<file path="src/rtl/uart_pkg.sv">
// -----------------------------------------------------------------------------
// uart_pkg
// Shared definitions for the UART receive path:
//   - rx_state_e     : receive controller state encoding (3-bit binary)
//   - EVEN / ODD     : parity_type values
//   - MAX_DATA_BITS  : widest supported data field
//   - majority3      : 2-of-3 vote used by the bit-centre sampler
//   - expected_parity: parity bit expected for a data field
// -----------------------------------------------------------------------------
package uart_pkg;

    typedef enum logic [2:0] {
        IDLE   = 3'd0,
        START  = 3'd1,
        DATA   = 3'd2,
        PARITY = 3'd3,
        STOP   = 3'd4
    } rx_state_e;

    localparam logic EVEN = 1'b0;
    localparam logic ODD  = 1'b1;

    localparam int MAX_DATA_BITS = 9;

    function automatic logic majority3(input logic a, input logic b, input logic c);
        return (a & b) | (a & c) | (b & c);
    endfunction

    // Unused upper bits of data must be zero so they do not disturb the XOR.
    function automatic logic expected_parity(input logic [MAX_DATA_BITS-1:0] data,
                                             input logic ptype);
        return (^data) ^ (ptype == ODD);
    endfunction

endpackage

</file>
<file path="src/rtl/uart_rx_sampler.sv">
// -----------------------------------------------------------------------------
// uart_rx_sampler
// Bit-centre sampler: two capture flops taken one cycle apart, combined with
// the live line value into a 2-of-3 majority vote. A single-cycle glitch on
// the line around the bit centre is therefore masked.
// Ports:
//   clk, arst_n        : clock, asynchronous active-low reset
//   rx_in              : synchronised serial line
//   cap_a_en, cap_b_en : capture strobes for the first and second sample
//   vote               : majority of both captures and the current rx_in
// -----------------------------------------------------------------------------
module uart_rx_sampler
    import uart_pkg::*;
(
    input  logic clk,
    input  logic arst_n,
    input  logic rx_in,
    input  logic cap_a_en,
    input  logic cap_b_en,
    output logic vote
);

    logic cap_a_r;
    logic cap_b_r;

    // Capture flops; reset to the idle line level.
    always_ff @(posedge clk or negedge arst_n) begin
        if (!arst_n) begin
            cap_a_r <= 1'b1;
            cap_b_r <= 1'b1;
        end else begin
            if (cap_a_en) begin
                cap_a_r <= rx_in;
            end
            if (cap_b_en) begin
                cap_b_r <= rx_in;
            end
        end
    end

    assign vote = majority3(cap_a_r, cap_b_r, rx_in);

endmodule

</file>
<file path="src/rtl/uart_rx_ctrl.sv">
// -----------------------------------------------------------------------------
// uart_rx_ctrl
// UART receive frame sequencer. Started by a one-cycle falling-edge pulse,
// it counts PRESCALE oversampling clocks per bit, votes at each bit centre,
// rejects glitch starts, shifts data LSB first, optionally checks parity and
// checks the stop bit, then presents the byte with a one-cycle valid pulse.
//
// Build option: define UART_RX_PARITY_EN to build the PARITY state and the
// parity check. Without it parity_en/parity_type are ignored and parity_err
// is constant 0.
//
// Parameters: DATA_BITS (5..9), PRESCALE (even, >= 6)
// Ports:
//   clk, arst_n  : oversampling clock, asynchronous active-low reset
//   rx_in        : synchronised serial line (idles high)
//   start        : falling-edge pulse from the edge detector
//   parity_en    : parity bit follows data (latched when a frame starts)
//   parity_type  : 0 even, 1 odd (latched when a frame starts)
//   rx_data      : data of the last error-free frame
//   data_valid   : one-cycle pulse for an error-free frame
//   parity_err   : last completed frame had a parity mismatch
//   stop_err     : last completed frame had a 0 stop bit
//   busy         : high whenever a frame is being received
// -----------------------------------------------------------------------------
module uart_rx_ctrl
    import uart_pkg::*;
#(
    parameter int DATA_BITS = 8,
    parameter int PRESCALE  = 8
) (
    input  logic                 clk,
    input  logic                 arst_n,
    input  logic                 rx_in,
    input  logic                 start,
    input  logic                 parity_en,
    input  logic                 parity_type,
    output logic [DATA_BITS-1:0] rx_data,
    output logic                 data_valid,
    output logic                 parity_err,
    output logic                 stop_err,
    output logic                 busy
);

    localparam int S    = PRESCALE / 2;
    localparam int EC_W = $clog2(PRESCALE);
    localparam int BC_W = $clog2(DATA_BITS);

    localparam logic [EC_W-1:0] EC_ONE   = EC_W'(1);
    localparam logic [EC_W-1:0] EC_CAP_A = EC_W'(S - 1);
    localparam logic [EC_W-1:0] EC_CAP_B = EC_W'(S);
    localparam logic [EC_W-1:0] EC_VOTE  = EC_W'(S + 1);
    localparam logic [EC_W-1:0] EC_LAST  = EC_W'(PRESCALE - 1);
    localparam logic [BC_W-1:0] BC_ONE   = BC_W'(1);
    localparam logic [BC_W-1:0] BC_LAST  = BC_W'(DATA_BITS - 1);

    rx_state_e            state_r;
    logic [EC_W-1:0]      ec_r;
    logic [BC_W-1:0]      bc_r;
    logic [DATA_BITS-1:0] shift_r;

    logic vote_s;
    logic vote_tick_s;
    logic ec_wrap_s;
    logic cap_a_en_s;
    logic cap_b_en_s;
    logic frame_ok_s;

    assign vote_tick_s = (state_r != IDLE) && (ec_r == EC_VOTE);
    assign ec_wrap_s   = (ec_r == EC_LAST);
    assign cap_a_en_s  = (state_r != IDLE) && (ec_r == EC_CAP_A);
    assign cap_b_en_s  = (state_r != IDLE) && (ec_r == EC_CAP_B);

    uart_rx_sampler u_sampler (
        .clk      (clk),
        .arst_n   (arst_n),
        .rx_in    (rx_in),
        .cap_a_en (cap_a_en_s),
        .cap_b_en (cap_b_en_s),
        .vote     (vote_s)
    );

`ifdef UART_RX_PARITY_EN
    logic                     par_en_r;
    logic                     par_type_r;
    logic                     par_fail_r;
    logic                     exp_par_s;
    logic [MAX_DATA_BITS-1:0] data_ext_s;

    // Expected parity bit over the assembled data field.
    always_comb begin
        data_ext_s                  = '0;
        data_ext_s[DATA_BITS-1:0]   = shift_r;
        exp_par_s                   = expected_parity(data_ext_s, par_type_r);
    end

    assign frame_ok_s = vote_s & ~par_fail_r;
`else
    logic unused_parity_s;
    assign unused_parity_s = parity_en ^ parity_type;
    assign frame_ok_s      = vote_s;
    assign parity_err      = 1'b0;
`endif

    // Frame sequencer with counters and registered outputs.
    always_ff @(posedge clk or negedge arst_n) begin
        if (!arst_n) begin
            state_r    <= IDLE;
            ec_r       <= '0;
            bc_r       <= '0;
            shift_r    <= '0;
            rx_data    <= '0;
            data_valid <= 1'b0;
            stop_err   <= 1'b0;
            busy       <= 1'b0;
`ifdef UART_RX_PARITY_EN
            par_en_r   <= 1'b0;
            par_type_r <= EVEN;
            par_fail_r <= 1'b0;
            parity_err <= 1'b0;
`endif
        end else begin
            data_valid <= 1'b0;
            if (state_r != IDLE) begin
                ec_r <= ec_wrap_s ? '0 : ec_r + EC_ONE;
            end
            case (state_r)
                IDLE: begin
                    ec_r <= '0;
                    bc_r <= '0;
                    if (start) begin
                        // start coincides with the first low cycle, so the
                        // next cycle is already ec = 1 of the start bit.
                        state_r    <= START;
                        ec_r       <= EC_ONE;
                        busy       <= 1'b1;
`ifdef UART_RX_PARITY_EN
                        par_en_r   <= parity_en;
                        par_type_r <= parity_type;
                        par_fail_r <= 1'b0;
`endif
                    end
                end
                START: begin
                    if (vote_tick_s && vote_s) begin
                        state_r <= IDLE;
                        ec_r    <= '0;
                        busy    <= 1'b0;
                    end else if (ec_wrap_s) begin
                        state_r <= DATA;
                        bc_r    <= '0;
                    end
                end
                DATA: begin
                    if (vote_tick_s) begin
                        shift_r <= {vote_s, shift_r[DATA_BITS-1:1]};
                    end
                    if (ec_wrap_s) begin
                        if (bc_r == BC_LAST) begin
                            bc_r <= '0;
`ifdef UART_RX_PARITY_EN
                            state_r <= par_en_r ? PARITY : STOP;
`else
                            state_r <= STOP;
`endif
                        end else begin
                            bc_r <= bc_r + BC_ONE;
                        end
                    end
                end
`ifdef UART_RX_PARITY_EN
                PARITY: begin
                    if (vote_tick_s) begin
                        par_fail_r <= (vote_s != exp_par_s);
                    end
                    if (ec_wrap_s) begin
                        state_r <= STOP;
                    end
                end
`endif
                STOP: begin
                    // Leave at the stop-bit centre so a start edge at the end
                    // of the stop bit is never missed.
                    if (vote_tick_s) begin
                        state_r  <= IDLE;
                        ec_r     <= '0;
                        busy     <= 1'b0;
                        stop_err <= ~vote_s;
`ifdef UART_RX_PARITY_EN
                        parity_err <= par_fail_r;
`endif
                        if (frame_ok_s) begin
                            rx_data    <= shift_r;
                            data_valid <= 1'b1;
                        end
                    end
                end
                default: begin
                    state_r <= IDLE;
                    ec_r    <= '0;
                    bc_r    <= '0;
                    busy    <= 1'b0;
                end
            endcase
        end
    end

endmodule

</file>
<file path="config.mk">
export PLATFORM = sky130hd
export DESIGN_NAME = uart_rx_ctrl
export DESIGN_NICKNAME = d
export VERILOG_FILES = /design/src/rtl/uart_pkg.sv /design/src/rtl/uart_rx_sampler.sv /design/src/rtl/uart_rx_ctrl.sv
export SDC_FILE = /design/constraint.sdc
export NUM_CORES = 1
export LEC_CHECK = 0
export ABC_AREA = 1
export BUFFER_PORTS_ARGS = -buffer_cell sky130_fd_sc_hd__buf_2
export CAP_MARGIN = 0
export CORE_UTILIZATION = 56
export DETAILED_ROUTE_END_ITERATION = 7
export GPL_TIMING_DRIVEN = 0
export MAX_ROUTING_LAYER = met4
export PLACE_DENSITY = 0.84
export SYNTH_ARGS = -nofsm -noshare
export SYNTH_HDL_FRONTEND = slang
export SYNTH_SLANG_ARGS = --single-unit
</file>
<file path="constraint.sdc">
create_clock -name clk -period 1.7 [get_ports clk]
set_clock_uncertainty 0.05 [all_clocks]
set_input_delay 0.34 -clock clk [delete_from_list [all_inputs] [get_ports clk]]
set_output_delay 0.34 -clock clk [all_outputs]
set_load 0.1 [all_outputs]
</file>
* Word level (Yosys, flattened, before mapping) *
Cells that the tools add are included.

cells by class
  equality and inequality tests = 16
  $add $sub $neg = 2
  reduce and logical (&&, ||, !) cells = 12
  bitwise gates (word level) = 8
  muxes and demuxes = 25

operators with widths
  cell                                                              number
  3-bit two-way mux                                                 14
  3-bit one-hot mux with 4 select lines                             2
  3-bit == test (second input constant)                             5
  2-bit != test (second input constant)                             7
  3-bit one-hot mux with 3 select lines                             1
  4-bit AND reduction                                               2
  1-bit two-way mux                                                 7
  3-bit by 1-bit adder with 3-bit output (second input constant)    2
  3-bit by 2-bit == test with 1-bit output (second input constant)  2
  5-bit AND reduction                                               1
  1-bit logical AND                                                 4
  1-bit one-hot mux with 4 select lines                             1
  2-bit AND reduction                                               2
  1-bit bitwise AND                                                 3
  3-bit by 1-bit == test with 1-bit output (second input constant)  1
  3-bit logical NOT                                                 1
  3-bit != test (second input constant)                             1
  1-bit NOT                                                         3
  3-bit AND reduction                                               1
  3-bit nonzero test                                                1
  1-bit OR                                                          2

word-level totals
  register bits after elaboration = 30

* Logic depth before layout (Yosys ltp) *
Gate-level depths: netlist of run 1.

  depth after elaboration = 6
  depth in mapped cells = 10

* Cells and area by module *
A second synthesis of run 1 with hierarchy kept.

second synthesis, totals
  cell total of the unflattened synthesis = 170
  area total of the unflattened synthesis = 1,529.0 um^2

by module, submodules not included
  module           sequential area each (um^2)  area each (um^2)  instances  cells each
  uart_rx_ctrl     700.7                        1,422.6           1          158
  uart_rx_sampler  52.6                         106.4             1          12

* Worst setup path before layout of run 1 *
OpenSTA, ideal clock, no wires.

  kind = register -> register
  start = register ec_r[1]
  end = register rx_data[4]
  data arrival time = 1.280 ns
  period minus slack after synthesis = 1.452 ns
  buffers on the path = 1
  path slack = 0.248 ns
  stages on the path, launching flop included = 11
  required time = 1.528 ns
  cell sequence = dfrtp_1 > inv_1 > ha_1 > nand2_1 > inv_1 > nand2_2 > nor2_4 > inv_2 > buf_6 > nand2_1 > o21ai_2

on the way
  word-level cells in the longest chain between the ends = 3

RTL lines
  what                                  RTL line             RTL
  start: declaration                    uart_rx_ctrl.sv:57   logic [EC_W-1:0] ec_r;
  start signal: assignment              uart_rx_ctrl.sv:124  ec_r <= ec_wrap_s ? '0 : ec_r + EC_ONE;
  3-bit == test                         uart_rx_ctrl.sv:68   assign vote_tick_s = (state_r != IDLE) && (ec_r == EC_VOTE);
  1-bit logical AND                     uart_rx_ctrl.sv:68
  3-bit AND reduction (no source line)  -
  end signal: assignment                uart_rx_ctrl.sv:192  rx_data <= shift_r;
  end: declaration                      uart_rx_ctrl.sv:37   output logic [DATA_BITS-1:0] rx_data,

No other way between the ends.
A chain may end at the register's enable or synchronous reset.

* Final worst setup path of run 1 *
Same ends and word-level chain as after synthesis.

==> results of run 1 <==
-- power breakdown --
part	switching [mW]	internal [mW]	leakage [nW]
logic	1.37	0.387	0.479
clock network	0.239	0.200	0.0353
registers	0.156	0.940	0.355
-- kinds of logic (layout without fill, tap and decap cells) --
kind of cell,count (synthesis),count (layout)
other cells,1,1
buf+inv,27,50
fa+ha+maj,7,7
flops,30,30
simple gates,76,76
compound gates,28,28
-- cell type report --
class,count,area (um2)
sequential,30,753
timing repair buffer,15,80.1
multi-input combinational,112,613
inverter,24,90.1
buffer,3,30.0
fill,199,813
tap,30,37.5
clock inverter,1,5.00
clock buffer,7,55.1
-- placed cells by master, fill, tap and decap left out, types with 2 or more instances in the layout --
cell type / n
inv_2: 3
inv_1: 21
dfstp_2: 2
buf_2: 14
a21oi_1: 3
ha_1: 6
nor2_1: 6
buf_6: 2
nand3_1: 10
nor2_4: 4
dfrtp_1: 28
clkbuf_4: 5
nand2_1: 49
nand2_2: 4
o21ai_0: 16
o21ai_2: 8
nand3b_1: 2
-- worst min-delay path by stage --
stage                       from                 to  slack, ns  depth (start not counted)
after floorplan           arst_n            bc_r[0]     -0.006                          0
after global placement    arst_n         data_valid       0.34                          1
after detailed placement  arst_n         rx_data[0]       0.35                          1
after CTS                  rx_in  u_sampler.cap_a_r       0.18                          3
after global routing       rx_in  u_sampler.cap_a_r       0.19                          3
final                      rx_in  u_sampler.cap_a_r       0.20                          3
-- metal layers --
| layer | vias up | part of all wire | track usage |
|---|---|---|---|
| met5 | - | 0 | - |
| met4 | 0 | 0.013 | 0.127 |
| met3 | 4 | 0.038 | 0.0891 |
| met2 | 26 | 0.53 | 0.425 |
| met1 | 546 | 0.42 | 0.269 |
| li1 | 577 | - | - |
-- timing repair --
action / CTS / global route
resized for setup: 0 / 5
hold buffers: 1 / 0
endpoints found under the setup margin: 0 / 5
endpoints found under the hold margin: 28 / 0
-- worst max-delay path: cells and delay by family (launching register included) --
kind	cells	cell delay [ns]
simple gates	4	0.36
fa+ha+maj	1	0.18
flops	1	0.39
compound gates	1	0.05
buf+inv	4	0.44
-- state kept, by name, indices dropped and copies added (netlist names) --
name / cells
rx_data: 8
shift_r: 8
bc_r: 3
ec_r: 3
state_r: 3
busy: 1
data_valid: 1
stop_err: 1
u_sampler.cap_a_r: 1
u_sampler.cap_b_r: 1
==> summary.md, run 1 <==
| Metric | Value |
|---|---|
| Setup TNS | `0 ns` |
| Routability cong. | `0.916` |
| Die height | `53.3 um` |
| Synth-to-layout area growth | `12.9%` |
| Synth Area in Adders | `0.0594` |
| Min-delay worst type | `input port to flop` |
| Drt initial violations | `30` |
| # IOs | `18` |
| WL per Instance | `12.7 um` |
| Port Buf Inserts | `14` |
| Post-route cell area | `1660 um2` |
| Core Box Area | `2480 um2` |
| Post-Syn Area | `1470 um2` |
| Global-route wire length before repair | `4890 um` |
| Seq/Total Area, Yosys | `0.511` |
| GR Overflow Total | `0` |
| Worst EP arrival | `1.75 ns` |
| Initial antenna violation count | `0` |
| Antenna Cells | `0` |
| XOR/XNOR Fraction of Synth Area | `0` |
| Yosys warnings | `0` |
| Crit-path max cell delay | `0.39 ns` |
| Pins Over Slew Limit | `0` |
| Tot GR Track Use | `0.257` |
| Ys flop type | `dfrtp_1` |
| CTS Buffer Depth | `2` |
| Combinational family with the most area after synthesis | `simple AND/OR/NAND/NOR gates` |
| Post-Syn Instances | `169` |
| WL final | `2820 um` |
| CP Data Required Time | `1.88 ns` |
| Final Hold Vio Count | `0` |
| Synth Area in Simple Gates | `0.229` |
| CP endpoint | `rx_data[4]` |
| Leakage Power | `0.869 nW` |
| Final min period | `1.57 ns` |
| Clock Latency Late Sink | `0.33 ns` |
| CP startpoint kind | `flop` |
| Std cell rows | `18` |
| Non-Filler Instances | `222` |
| Yosys top cell by area | `dfrtp_1` |
| Die ar. | `2840 um2` |
| Ranking of synthesized cells by area | `dfrtp_1, nand2_1, ha_1` |
| Power density cells | `1980 nW/um2` |
| Vias in the first global route | `1174` |
| Hold_ws | `0.200 ns` |
| Final setup viols | `0` |
| MaxCap Viol Count | `0` |
| Post-DRT Antenna Nets | `0` |
| Pin count of the biggest net entering global routing | `31` |
| Vias/cell | `5.19` |
| Setup CP Type | `flop to flop` |
| Synth cell count leaders | `nand2_1, dfrtp_1, inv_1, o21ai_0, nand3_1` |
| DP Wirelength | `2040 um` |
| Placed instance count | `213` |
| CP Cell Sequence | `inv_1 -> ha_1 -> nand2_2 -> inv_2 -> nand2_2 -> nor2_4 -> inv_2 -> buf_6 -> nand2_1 -> o21ai_2` |
| Nets | `204` |
| CP endpoint kind | `flop` |
| Initial Util | `0.595` |
| CP Max Fanout | `10` |
| RSZ-0062 raised after global routing | `no` |
| Relative slew slack | `0.565` |
| Reg2reg start | `ec_r[1]` |
| CTS H-tree lvls | `2` |
| Final WS setup | `0.135 ns` |
| DRT Pass-1 Iters | `4` |
| Post-synth net total | `182` |
| Root buf cell | `clkbuf_4` |
| Post-Place Setup Slack | `0.0411 ns` |
| Yosys top cell area share | `0.475` |
| Peak supply drop | `1.51 mV` |
| TritonCTS clock tree | `built` |
| CTS sink cnt | `30` |
| Seq cells post-synth | `30` |
| DR DRC count | `0` |
| Yosys cell types | `19` |
| Clock transition at path regs | `0.10 ns` |
| Async S/R FF share, synth | `1.00` |
| Postcts setup bufs | `0` |
| R2R setup slack | `0.13 ns` |
| Synth Area in Compound Gates | `0.116` |
| Num CTS Buffers | `5` |
| Post-synth EDFFs | `0` |
| Die Wd | `53.3 um` |
| Status | `complete, no violations` |
| Multiplexer share of the synthesized area | `0` |
| Period utilization | `0.921` |
| Post-layout util | `0.672` |
| Placed inst area | `1580 um2` |
| Via count | `1153` |
| Reg2reg path depth | `10` |
| Count leader, synth | `nand2_1` |
| Crit path launch | `ec_r[1]` |
| Slowest CP cell | `dfrtp_1` |
| Share of post-route cells with drive strength above 1 | `0.240` |
| Power consumption | `3.30 mW` |
| Syn avg cell area | `8.72 um2` |
| Worst Tran Pin Value | `0.653 ns` |
| Achievable Freq | `639 MHz` |
| RR Endpoint | `rx_data[4]` |
Power figures use the tool's default switching activity.
==> inputs of run 2 (changes only) <==
--- a/config.mk
+++ b/config.mk
@@ -8,11 +8,11 @@
 export ABC_AREA = 1
 export BUFFER_PORTS_ARGS = -buffer_cell sky130_fd_sc_hd__buf_2
 export CAP_MARGIN = 0
-export CORE_UTILIZATION = 56
+export CORE_UTILIZATION = 55
 export DETAILED_ROUTE_END_ITERATION = 7
 export GPL_TIMING_DRIVEN = 0
 export MAX_ROUTING_LAYER = met4
-export PLACE_DENSITY = 0.84
+export PLACE_DENSITY = 0.83
 export SYNTH_ARGS = -nofsm -noshare
 export SYNTH_HDL_FRONTEND = slang
 export SYNTH_SLANG_ARGS = --single-unit
==> summary.md, run 2 (synthesized netlist as in run 1, its figures left out) <==
| Metric | Value |
|---|---|
| Setup CP Type | `flop to flop` |
| CTS H-tree lvls | `2` |
| Die height | `53.8 um` |
| Initial Util | `0.590` |
| RSZ-0062 raised after global routing | `no` |
| Worst Tran Pin Value | `0.654 ns` |
| Tot GR Track Use | `0.239` |
| Initial antenna violation count | `0` |
| Placed instance count | `213` |
| Die Wd | `53.8 um` |
| DP Wirelength | `1950 um` |
| Port Buf Inserts | `14` |
| Power consumption | `3.17 mW` |
| Commonest non-fill, non-tap cell in the layout | `nand2_1` |
| Min-delay worst type | `input port to flop` |
| Drt initial violations | `22` |
| Share of post-route cells with drive strength above 1 | `0.236` |
| Core Box Area | `2500 um2` |
| Achievable Freq | `649 MHz` |
| Most frequent cells in the layout | `nand2_1, dfrtp_1, inv_1` |
| Status | `complete, no violations` |
| Clock Latency Late Sink | `0.33 ns` |
| Die ar. | `2890 um2` |
| Antenna Cells | `0` |
| MaxCap Viol Count | `0` |
| DR DRC count | `0` |
| CP startpoint kind | `flop` |
| Vias in the first global route | `1079` |
| Non-Filler Instances | `221` |
| Postcts setup bufs | `0` |
| Vias/cell | `5.07` |
| TritonCTS clock tree | `built` |
| Final setup viols | `0` |
| Root buf cell | `clkbuf_4` |
| Setup TNS | `0 ns` |
| CP Max Fanout | `4` |
| WL per Instance | `12.1 um` |
| Total of fill cells in the finished design | `224` |
| Clock transition at path regs | `0.08 ns` |
| Via count | `1121` |
| Multi-input gate area | `606 um2` |
| Worst EP arrival | `1.71 ns` |
| Pins Over Slew Limit | `0` |
| # IOs | `18` |
| Std cell rows | `18` |
| Largest regs | `rx_data: 8 flops, shift_r: 8 flops` |
| CP Data Required Time | `1.87 ns` |
| WL final | `2670 um` |
| CTS sink cnt | `30` |
| Period utilization | `0.907` |
| Num CTS Buffers | `5` |
| Flip-flop and latch area | `753 um2` |
| DRT Pass-1 Iters | `4` |
| GR Overflow Total | `0` |
| Final min period | `1.54 ns` |
| Power density cells | `1930 nW/um2` |
| Final Hold Vio Count | `0` |
| Nets | `204` |
| CP endpoint kind | `flop` |
| Pin count of the biggest net entering global routing | `31` |
| Synth-to-layout area growth | `11.5%` |
| Post-DRT Antenna Nets | `0` |
| Placed inst area | `1580 um2` |
| CTS Buffer Depth | `2` |
| Post-route cell area | `1640 um2` |
| Global-route wire length before repair | `4550 um` |
| Peak supply drop | `1.28 mV` |
| Leakage Power | `0.865 nW` |
| Relative slew slack | `0.564` |
| Routability cong. | `0.928` |
==> run 2: changes by cell type in the layout (fill, tap and decap cells not counted) <==
| cell | previous run | this run |
|---|---|---|
| clkbuf_1 | 1 | 0 |
| clkinv_2 | 1 | 2 |
| clkbuf_8 | 1 | 0 |
| ha_1 | 6 | 7 |
| nor2_2 | 0 | 1 |
| nor2_4 | 4 | 3 |
| ha_2 | 1 | 0 |
==> run 2: layout make-up <==
type	count	share of cell area
Inverter	24	0.0548
Tap cell	30	0.0228
Clock inverter	2	0.00609
Sequential cell	30	0.458
Clock buffer	5	0.0228
Timing Repair Buffer	15	0.0487
Buffer	3	0.0183
Multi-Input combinational cell	112	0.368
==> run 2: report_power, final <==
part / internal (mW) / total, mW / switching (mW) / leakage [nW]
Sequential: 0.940 / 1.09 / 0.154 / 0.355
Clock: 0.148 / 0.381 / 0.233 / 0.0308
Combinational: 0.374 / 1.69 / 1.32 / 0.480
==> run 2: what timing repair did <==
action / 4_1_cts / 5_1_grt
gates resized for setup: 0 / 3
hold buffers: 1 / 0
endpoints found under the hold margin: 28 / 0
setup endpoints to repair: 0 / 11
==> run 2: worst max-delay path: stages (launching register included) <==
cell and delay, ns:
dfrtp_1 0.39, ha_1 0.19, ha_1 0.17, inv_1 0.08
nand3_1 0.11, nand2_1 0.07, nor2_2 0.15, nand2_1 0.11
nand2_1 0.07, nand2_1 0.05
==> run 2: metrics by stage <==
step	worst slack, ns	hold WS [ns]	util
2_1_floorplan	0.248	-0.00559	-
3_3_place_gp	0.164	0.342	0.633
3_5_place_dp	0.0817	0.352	0.633
4_1_cts	0.0653	0.183	0.656
5_1_grt	0.00563	0.209	0.658
6_report	0.159	0.206	0.658
==> run 2: layer usage <==
layer  GRT usage  vias to the layer above  wire length (um)  share of wire
met5           -                        -                 0              0
met4       0.114                        0                48          0.018
met3      0.0876                        7               122          0.046
met2       0.422                       28              1420           0.53
met1       0.228                      509              1080           0.40
li1            -                      577                 -              -
==> run 2: path summary, 6_finish.rpt <==
check | start | cells past startpoint | to | slack (ns)
setup / recovery | ec_r[0] | 9 | bc_r[0] | 0.16
hold / removal | rx_in | 3 | u_sampler.cap_a_r | 0.21
setup reg to reg | ec_r[0] | 9 | bc_r[0] | 0.16
hold reg to reg | shift_r[5] | 2 | shift_r[4] | 0.44
max in group asynchronous | arst_n | 2 | busy | 0.63
min in group asynchronous | arst_n | 2 | data_valid | 0.54
